### src/rtl/memstage_pkg.sv
// memstage_pkg: shared definitions for the MIPS memory stage.
// Contents: default data/address width, default destination-register index
// width, and the memory-port FSM state type.
package memstage_pkg;

    localparam int MS_XLEN = 32;
    localparam int MS_RD_W = 5;

    typedef enum logic {
        MS_IDLE = 1'b0,
        MS_WAIT = 1'b1
    } msState_t;

endpackage

### src/rtl/memory_stage_if.sv
// memory_stage_if: request/acknowledge data-memory port.
// Signals:
//   dmem_req   - request valid (stage -> memory)
//   dmem_we    - 1 = write, 0 = read (stage -> memory)
//   dmem_addr  - byte address (stage -> memory)
//   dmem_wdata - store data (stage -> memory)
//   dmem_ack   - request completed this cycle (memory -> stage)
//   dmem_rdata - read data, valid with dmem_ack on a read (memory -> stage)
// Modports: master = memory stage, slave = data memory.
interface memory_stage_if
    import memstage_pkg::*;
#(
    parameter int XLEN = MS_XLEN
);
    logic            dmem_req;
    logic            dmem_we;
    logic [XLEN-1:0] dmem_addr;
    logic [XLEN-1:0] dmem_wdata;
    logic            dmem_ack;
    logic [XLEN-1:0] dmem_rdata;

    modport master (
        output dmem_req, dmem_we, dmem_addr, dmem_wdata,
        input  dmem_ack, dmem_rdata
    );

    modport slave (
        input  dmem_req, dmem_we, dmem_addr, dmem_wdata,
        output dmem_ack, dmem_rdata
    );
endinterface

### src/rtl/memory_stage_wb_reg.sv
// mem_wb_reg: MEM/WB pipeline register.
// Ports:
//   clk, rst                       - clock, async active-high reset (clears all)
//   bubble                         - clear control fields, hold data fields
//   regwriteIn/isloadIn/rdIn       - control fields from the M stage
//   pcplus4In/aluresultIn/readdataIn - data fields from the M stage
//   *Out                           - registered W-stage values
//   misalignIn/misalignOut         - only with MEMSTAGE_ALIGN_CHECK_EN
module mem_wb_reg
    import memstage_pkg::*;
#(
    parameter int XLEN = MS_XLEN,
    parameter int RD_W = MS_RD_W
) (
    input  logic            clk,
    input  logic            rst,
    input  logic            bubble,
    input  logic            regwriteIn,
    input  logic            isloadIn,
    input  logic [RD_W-1:0] rdIn,
    input  logic [XLEN-1:0] pcplus4In,
    input  logic [XLEN-1:0] aluresultIn,
    input  logic [XLEN-1:0] readdataIn,
`ifdef MEMSTAGE_ALIGN_CHECK_EN
    input  logic            misalignIn,
    output logic            misalignOut,
`endif
    output logic            regwriteOut,
    output logic            isloadOut,
    output logic [RD_W-1:0] rdOut,
    output logic [XLEN-1:0] pcplus4Out,
    output logic [XLEN-1:0] aluresultOut,
    output logic [XLEN-1:0] readdataOut
);

    always_ff @(posedge clk or posedge rst) begin
        if (rst) begin
            regwriteOut  <= 1'b0;
            isloadOut    <= 1'b0;
            rdOut        <= '0;
            pcplus4Out   <= '0;
            aluresultOut <= '0;
            readdataOut  <= '0;
`ifdef MEMSTAGE_ALIGN_CHECK_EN
            misalignOut  <= 1'b0;
`endif
        end else if (bubble) begin
            // Bubble: kill the write-back, keep data so forwarding stays stable.
            regwriteOut  <= 1'b0;
            isloadOut    <= 1'b0;
            rdOut        <= '0;
`ifdef MEMSTAGE_ALIGN_CHECK_EN
            misalignOut  <= 1'b0;
`endif
        end else begin
            regwriteOut  <= regwriteIn;
            isloadOut    <= isloadIn;
            rdOut        <= rdIn;
            pcplus4Out   <= pcplus4In;
            aluresultOut <= aluresultIn;
            readdataOut  <= readdataIn;
`ifdef MEMSTAGE_ALIGN_CHECK_EN
            misalignOut  <= misalignIn;
`endif
        end
    end

endmodule

### src/rtl/memory_stage.sv
// memory_stage: MEM stage of the 5-stage MIPS pipeline.
// Issues loads/stores on a req/ack data-memory port, stalls upstream while the
// memory is busy, and drives the MEM/WB register.
// Ports:
//   clk, rst        - clock, async active-high reset
//   *M inputs       - EX/MEM register outputs
//   dmem            - data-memory port (memory_stage_if.master)
//   stallM          - freeze PC, IF/ID, ID/EX, EX/MEM
//   *W outputs      - MEM/WB register (aluresultW/readdataW feed forwarding)
//   misalignW       - misaligned access flag, only with MEMSTAGE_ALIGN_CHECK_EN
// Optional feature macro: MEMSTAGE_ALIGN_CHECK_EN (alignment check).
module memory_stage
    import memstage_pkg::*;
#(
    parameter int XLEN = MS_XLEN,
    parameter int RD_W = MS_RD_W
) (
    input  logic            clk,
    input  logic            rst,
    input  logic            regwriteM,
    input  logic            memwriteM,
    input  logic            isloadM,
    input  logic            memreadM,
    input  logic [RD_W-1:0] rdM,
    input  logic [XLEN-1:0] pcplus4M,
    input  logic [XLEN-1:0] aluresultM,
    input  logic [XLEN-1:0] writedataM,
    memory_stage_if.master  dmem,
    output logic            stallM,
    output logic            regwriteW,
    output logic            isloadW,
    output logic [RD_W-1:0] rdW,
    output logic [XLEN-1:0] pcplus4W,
    output logic [XLEN-1:0] aluresultW,
`ifdef MEMSTAGE_ALIGN_CHECK_EN
    output logic            misalignW,
`endif
    output logic [XLEN-1:0] readdataW
);

    msState_t        state, nextState;
    logic [XLEN-1:0] capAddr, capWdata;
    logic            capWe;
    logic            access, misalign, issue;
    logic [XLEN-1:0] readdataNext;

    assign access = memreadM | memwriteM;
`ifdef MEMSTAGE_ALIGN_CHECK_EN
    assign misalign = access & (aluresultM[1:0] != 2'b00);
`else
    assign misalign = 1'b0;
`endif
    assign issue = access & ~misalign;

    always_ff @(posedge clk or posedge rst) begin
        if (rst) begin
            state <= MS_IDLE;
        end else begin
            state <= nextState;
        end
    end

    // Request fields are latched on entry to WAIT so they stay stable for
    // the whole transaction regardless of what the M inputs do.
    always_ff @(posedge clk or posedge rst) begin
        if (rst) begin
            capAddr  <= '0;
            capWdata <= '0;
            capWe    <= 1'b0;
        end else if (state == MS_IDLE && nextState == MS_WAIT) begin
            capAddr  <= aluresultM;
            capWdata <= writedataM;
            capWe    <= memwriteM;
        end
    end

    always_comb begin
        nextState       = state;
        dmem.dmem_req   = 1'b0;
        dmem.dmem_we    = memwriteM;
        dmem.dmem_addr  = aluresultM;
        dmem.dmem_wdata = writedataM;
        unique case (state)
            MS_IDLE: begin
                dmem.dmem_req = issue;
                if (issue && !dmem.dmem_ack) begin
                    nextState = MS_WAIT;
                end
            end
            MS_WAIT: begin
                dmem.dmem_req   = 1'b1;
                dmem.dmem_we    = capWe;
                dmem.dmem_addr  = capAddr;
                dmem.dmem_wdata = capWdata;
                if (dmem.dmem_ack) begin
                    nextState = MS_IDLE;
                end
            end
            default: nextState = MS_IDLE;
        endcase
    end

    assign stallM = dmem.dmem_req & ~dmem.dmem_ack;

    // Read data only for an issued read; read+write counts as a write.
    assign readdataNext = (dmem.dmem_req && !dmem.dmem_we) ? dmem.dmem_rdata : '0;

    mem_wb_reg #(
        .XLEN (XLEN),
        .RD_W (RD_W)
    ) uMemWb (
        .clk          (clk),
        .rst          (rst),
        .bubble       (stallM),
        .regwriteIn   (regwriteM & ~misalign),
        .isloadIn     (isloadM),
        .rdIn         (rdM),
        .pcplus4In    (pcplus4M),
        .aluresultIn  (aluresultM),
        .readdataIn   (readdataNext),
`ifdef MEMSTAGE_ALIGN_CHECK_EN
        .misalignIn   (misalign),
        .misalignOut  (misalignW),
`endif
        .regwriteOut  (regwriteW),
        .isloadOut    (isloadW),
        .rdOut        (rdW),
        .pcplus4Out   (pcplus4W),
        .aluresultOut (aluresultW),
        .readdataOut  (readdataW)
    );

endmodule

### src/flat_wrapper.sv
// flat-port wrapper written by rule: the top's interface ports become plain ports
module memory_stage_flat import memstage_pkg::*;
#(
    parameter int XLEN = MS_XLEN,
    parameter int RD_W = MS_RD_W
)
  (clk, rst, regwriteM, memwriteM, isloadM, memreadM, rdM, pcplus4M, aluresultM, writedataM, stallM, regwriteW, isloadW, rdW, pcplus4W, aluresultW, readdataW, dmem_dmem_req, dmem_dmem_we, dmem_dmem_addr, dmem_dmem_wdata, dmem_dmem_ack, dmem_dmem_rdata);
  memory_stage_if #(.XLEN(XLEN)) dmem_i ();
  input  logic clk;
  input  logic rst;
  input  logic regwriteM;
  input  logic memwriteM;
  input  logic isloadM;
  input  logic memreadM;
  input  logic [RD_W-1:0] rdM;
  input  logic [XLEN-1:0] pcplus4M;
  input  logic [XLEN-1:0] aluresultM;
  input  logic [XLEN-1:0] writedataM;
  output logic stallM;
  output logic regwriteW;
  output logic isloadW;
  output logic [RD_W-1:0] rdW;
  output logic [XLEN-1:0] pcplus4W;
  output logic [XLEN-1:0] aluresultW;
  output logic [XLEN-1:0] readdataW;
  output wire logic [$bits(dmem_i.dmem_req)-1:0] dmem_dmem_req;
  output wire logic [$bits(dmem_i.dmem_we)-1:0] dmem_dmem_we;
  output wire logic [$bits(dmem_i.dmem_addr)-1:0] dmem_dmem_addr;
  output wire logic [$bits(dmem_i.dmem_wdata)-1:0] dmem_dmem_wdata;
  input wire logic [$bits(dmem_i.dmem_ack)-1:0] dmem_dmem_ack;
  input wire logic [$bits(dmem_i.dmem_rdata)-1:0] dmem_dmem_rdata;
  assign dmem_dmem_req = dmem_i.dmem_req;
  assign dmem_dmem_we = dmem_i.dmem_we;
  assign dmem_dmem_addr = dmem_i.dmem_addr;
  assign dmem_dmem_wdata = dmem_i.dmem_wdata;
  assign dmem_i.dmem_ack = dmem_dmem_ack;
  assign dmem_i.dmem_rdata = dmem_dmem_rdata;
  memory_stage #(.XLEN(XLEN), .RD_W(RD_W)) u_core (.clk(clk), .rst(rst), .regwriteM(regwriteM), .memwriteM(memwriteM), .isloadM(isloadM), .memreadM(memreadM), .rdM(rdM), .pcplus4M(pcplus4M), .aluresultM(aluresultM), .writedataM(writedataM), .dmem(dmem_i), .stallM(stallM), .regwriteW(regwriteW), .isloadW(isloadW), .rdW(rdW), .pcplus4W(pcplus4W), .aluresultW(aluresultW), .readdataW(readdataW));
endmodule
### config.mk
export PLATFORM = sky130hd
export DESIGN_NAME = memory_stage_flat
export DESIGN_NICKNAME = d
export VERILOG_FILES = /design/src/rtl/memstage_pkg.sv /design/src/rtl/memory_stage_if.sv /design/src/rtl/memory_stage_wb_reg.sv /design/src/rtl/memory_stage.sv /design/src/flat_wrapper.sv
export SDC_FILE = /design/constraint.sdc
export NUM_CORES = 1
export LEC_CHECK = 0
export ABC_CLOCK_PERIOD_IN_PS = 11900
export BUFFER_PORTS_ARGS = -buffer_cell sky130_fd_sc_hd__buf_2
export CAP_MARGIN = 20
export CORE_MARGIN = 2
export CORE_UTILIZATION = 51
export DETAILED_ROUTE_END_ITERATION = 8
export GPL_TIMING_DRIVEN = 0
export HOLD_SLACK_MARGIN = 0.06
export PLACE_DENSITY = 0.95
export SYNTH_ARGS = -nofsm -noshare
export SYNTH_HDL_FRONTEND = slang
export SYNTH_SLANG_ARGS = --single-unit
### constraint.sdc
create_clock -name clk -period 11.9 [get_ports clk]
set_clock_uncertainty 0.2 [all_clocks]
set_input_delay 0 -clock clk [delete_from_list [all_inputs] [get_ports clk]]
set_output_delay 0 -clock clk [all_outputs]
set_load 0.02 [all_outputs]
==> results.md <==
* Sw Pwr at 0.000501 W
* #FFs+latches synth at 169
* Lkg Pwr at 5.32 nW
* Die height at 122 um
* Commonest cells in the synthesized netlist: 169 x dfrtp_1, 163 x mux2_2, 33 x a22o_1
* Top delay family on crit path: buffers and inverters
* Vias at 6039
* Status: finished, final reports clean
* Worst setup SP type: register
* DIE AREA at 14800 sq um
* First-pass GRT wire length at 35.4 mm
* Levels on crit path at 6
* Max VDD drop at 0.108 mV
* Drt pass-1 iters at 5
* Synth Net Count at 581
* PortBufs at 309
* Setup Buffers After CTS at 0
* Number of global-route vias before repair at 6559
* Combinational Power Share at 0.251
* Mapped Avg Cell Area at 16.0 sq um
* Worst Hold Path Cells at 3
* Internal cell power at 0.00114 W
* Clock buffer count from CTS at 17
* Cell Area, Synth at 7070 sq um
* Setup TNS at 0 ns
* NumNets Final at 1053
* Critical Path End Type: register
* EDFF count, synth at 0
* Clock slew at reported path FFs at 0.07 ns
* CTS tree: built
* Yosys warns at 0
* Pin count of the biggest net entering global routing at 93
* Worst r2r path cells at 6
* Ys async rst share at 1.00
* Worst hold path class: input port to register
* I/O Pins at 310
* Crit path cell chain: or3_4, nor2b_1, buf_2, clkbuf_1, a22o_1, dlygate4sd3_1
* CTS Root Cell: clkbuf_16
* Die Span X at 122 um
* DP HPWL at 13.1 mm
* Row Count at 43
* WHS at 0.135 ns
* N_diodes at 0
* Gr ovfl total at 0
* Layout cells sized above 1 at 0.604
* Detailed-route vias per instance at 5.46
* Unrepaired setup endpoints after global routing: false
* Clock tree buffer depth at 2
* Gp weighted congestion at 0.799
* Fill count at 715
* Clk_lat worst skew at 0.42 ns
* Final period utilization at 0.222
* DRC errors left at 0
* Footprint of the multi-input gates at 2680 sq um
* Core area at 13700 sq um
* Area leader, netlist: dfrtp_1
* Initial Utilization at 0.515
* Top_reg_cell synth: dfrtp_1
* Yosys cell types at 16
* Slew Viols, Final at 0
* Setup violators final at 0
* Sink Count at 169
* Final hold violations at 0
* Mapped Cells at 441
* Actual slew at the worst max-slew pin at 0.660 ns
* Post-Route WL at 23.8 mm
* CP bufs+invs at 3
* Iteration-0 DRC Markers at 352
* Tmin final at 2.64 ns
* Peak Freq at 379 MHz
* Sw frac at 0.305
* Total power at 0.00164 W
* Clock power share at 0.324
* Top post-synthesis cells by area: dfrtp_1 60%, mux2_2 26%, mux2_4 6.4%
* Sequential cell area at 4230 sq um
* Slowest CP cell: dlygate4sd3_1
* Sequential fraction of design power at 0.425
* Worst Path Required at 12.00 ns
* Initial antenna violation count at 0
* Power Dens Cells at 151 nW/um^2
* Avg WL per Cell at 21.5 um
* Detail Route Antenna Nets at 0
* Most frequent cell after synthesis: dfrtp_1
* P&R area growth vs syn at 53.7%
* Top-area cell type share of the netlist area at 0.598
* Max transition margin at 0.556
* Worst EP arrival at 2.74 ns
* Crit-path max FO at 10
* Max-cap violations at 0
* Finished Core Util at 0.792
* CP peak stage delay at 0.56 ns
* CP Class: register to register
* H-tree levels at 4
* Sequential-to-total area share from yosys stat at 0.598
* Total Routing Usage GR at 0.320
[worst paths after layout]
path                                             endpoint  slack (ns)                     startpoint
setup / recovery            u_core.uMemWb.readdataOut[28]        9.26                   u_core.state
hold / removal                     u_core.uMemWb.rdOut[1]        0.14                         rdM[1]
setup reg to reg            u_core.uMemWb.readdataOut[28]        9.26                   u_core.state
hold reg to reg             u_core.uMemWb.readdataOut[26]        0.30  u_core.uMemWb.readdataOut[26]
max in group asynchronous              u_core.capAddr[29]       10.06                            rst
min in group asynchronous  u_core.uMemWb.aluresultOut[19]        0.61                            rst
[area by class of cell]
class,count,area share
Sequential cell,169,0.389
Timing Repair Buffer,453,0.276
Multi-Input combinational cell,242,0.246
Clock buffer,19,0.0407
Tap cell,180,0.0207
Buffer,29,0.0150
Clock inverter,13,0.0109
Inverter,1,0.00104
[layout by cell type (no fill, tap or decap)]
| master | Yosys | final |
|---|---|---|
| clkbuf_1 | 5 | 6 |
| clkinv_2 | 0 | 3 |
| buf_16 | 0 | 1 |
| o21a_1 | 1 | 1 |
| nand2_1 | 2 | 2 |
| mux2_4 | 30 | 30 |
| buf_2 | 19 | 328 |
| bufinv_16 | 0 | 1 |
| mux2_2 | 163 | 163 |
| inv_6 | 0 | 4 |
| a22o_1 | 33 | 33 |
| dlygate4sd3_1 | 0 | 143 |
| nor2b_1 | 9 | 9 |
| inv_8 | 0 | 1 |
| clkinv_4 | 0 | 1 |
| clkbuf_16 | 0 | 17 |
| buf_1 | 1 | 1 |
| dfrtp_1 | 169 | 169 |
| clkbuf_8 | 0 | 1 |
| or3_4 | 1 | 1 |
| nor2_1 | 1 | 1 |
| nand3b_1 | 1 | 1 |
| o31ai_1 | 1 | 1 |
| buf_6 | 4 | 4 |
| clkinvlp_4 | 0 | 4 |
[power groups by stage]
stage	clock network, W	registers (W)	logic [W]
floorplan	0	0.000735	0.000191
global placement	0	0.000693	0.000348
detailed placement	0	0.000700	0.000359
CTS	0.000532	0.000691	0.000399
global route	0.000561	0.000705	0.000434
finish	0.000532	0.000699	0.000413
[logic make-up after synthesis]
kind of cell           Yosys count  share of synthesized area
multiplexers                   193                      0.323
AND/OR/NAND/NOR                 14                     0.0122
flip-flops                     169                      0.598
AO/OA/AOI/OAI                   35                     0.0430
buffers and inverters           30                     0.0235
[sequential cells by signal, indices dropped and copies added (netlist names)]
signal / flops
u_core.capAddr: 32
u_core.capWdata: 32
u_core.capWe: 1
u_core.state: 1
u_core.uMemWb.aluresultOut: 32
u_core.uMemWb.isloadOut: 1
u_core.uMemWb.pcplus4Out: 32
u_core.uMemWb.rdOut: 5
u_core.uMemWb.readdataOut: 32
u_core.uMemWb.regwriteOut: 1
[repair_timing]
action / in CTS / in global routing
resized for setup: 0 / 0
endpoints found under the hold margin: 338 / 0
hold buffers: 143 / 0
[layer usage]
metal / up-vias / share of wire / routed length, um / GRT usage
met4: 0 / 0.050 / 1190 / 0.194
li1: 2548 / - / - / -
met1: 3010 / 0.36 / 8560 / 0.343
met2: 369 / 0.52 / 12400 / 0.560
met5: - / 0 / 0 / 0
met3: 112 / 0.069 / 1640 / 0.0913
[tightest hold or removal path: stages]
cell and delay (ns):
dlygate4sd3_1 0.52, buf_2 0.09, nor2b_1 0.11
[through the flow]
step                cell area [sq um]  std cells  worst slack, ns
floorplan                        7070        441             7.12
global placement                 8840        930             5.29
detailed placement               8880        931             9.79
CTS                             10900       1106             9.32
global route                    10900       1106             9.19
finish                          10900       1106             9.26
Note: power is estimated with default switching activity, not from simulation.
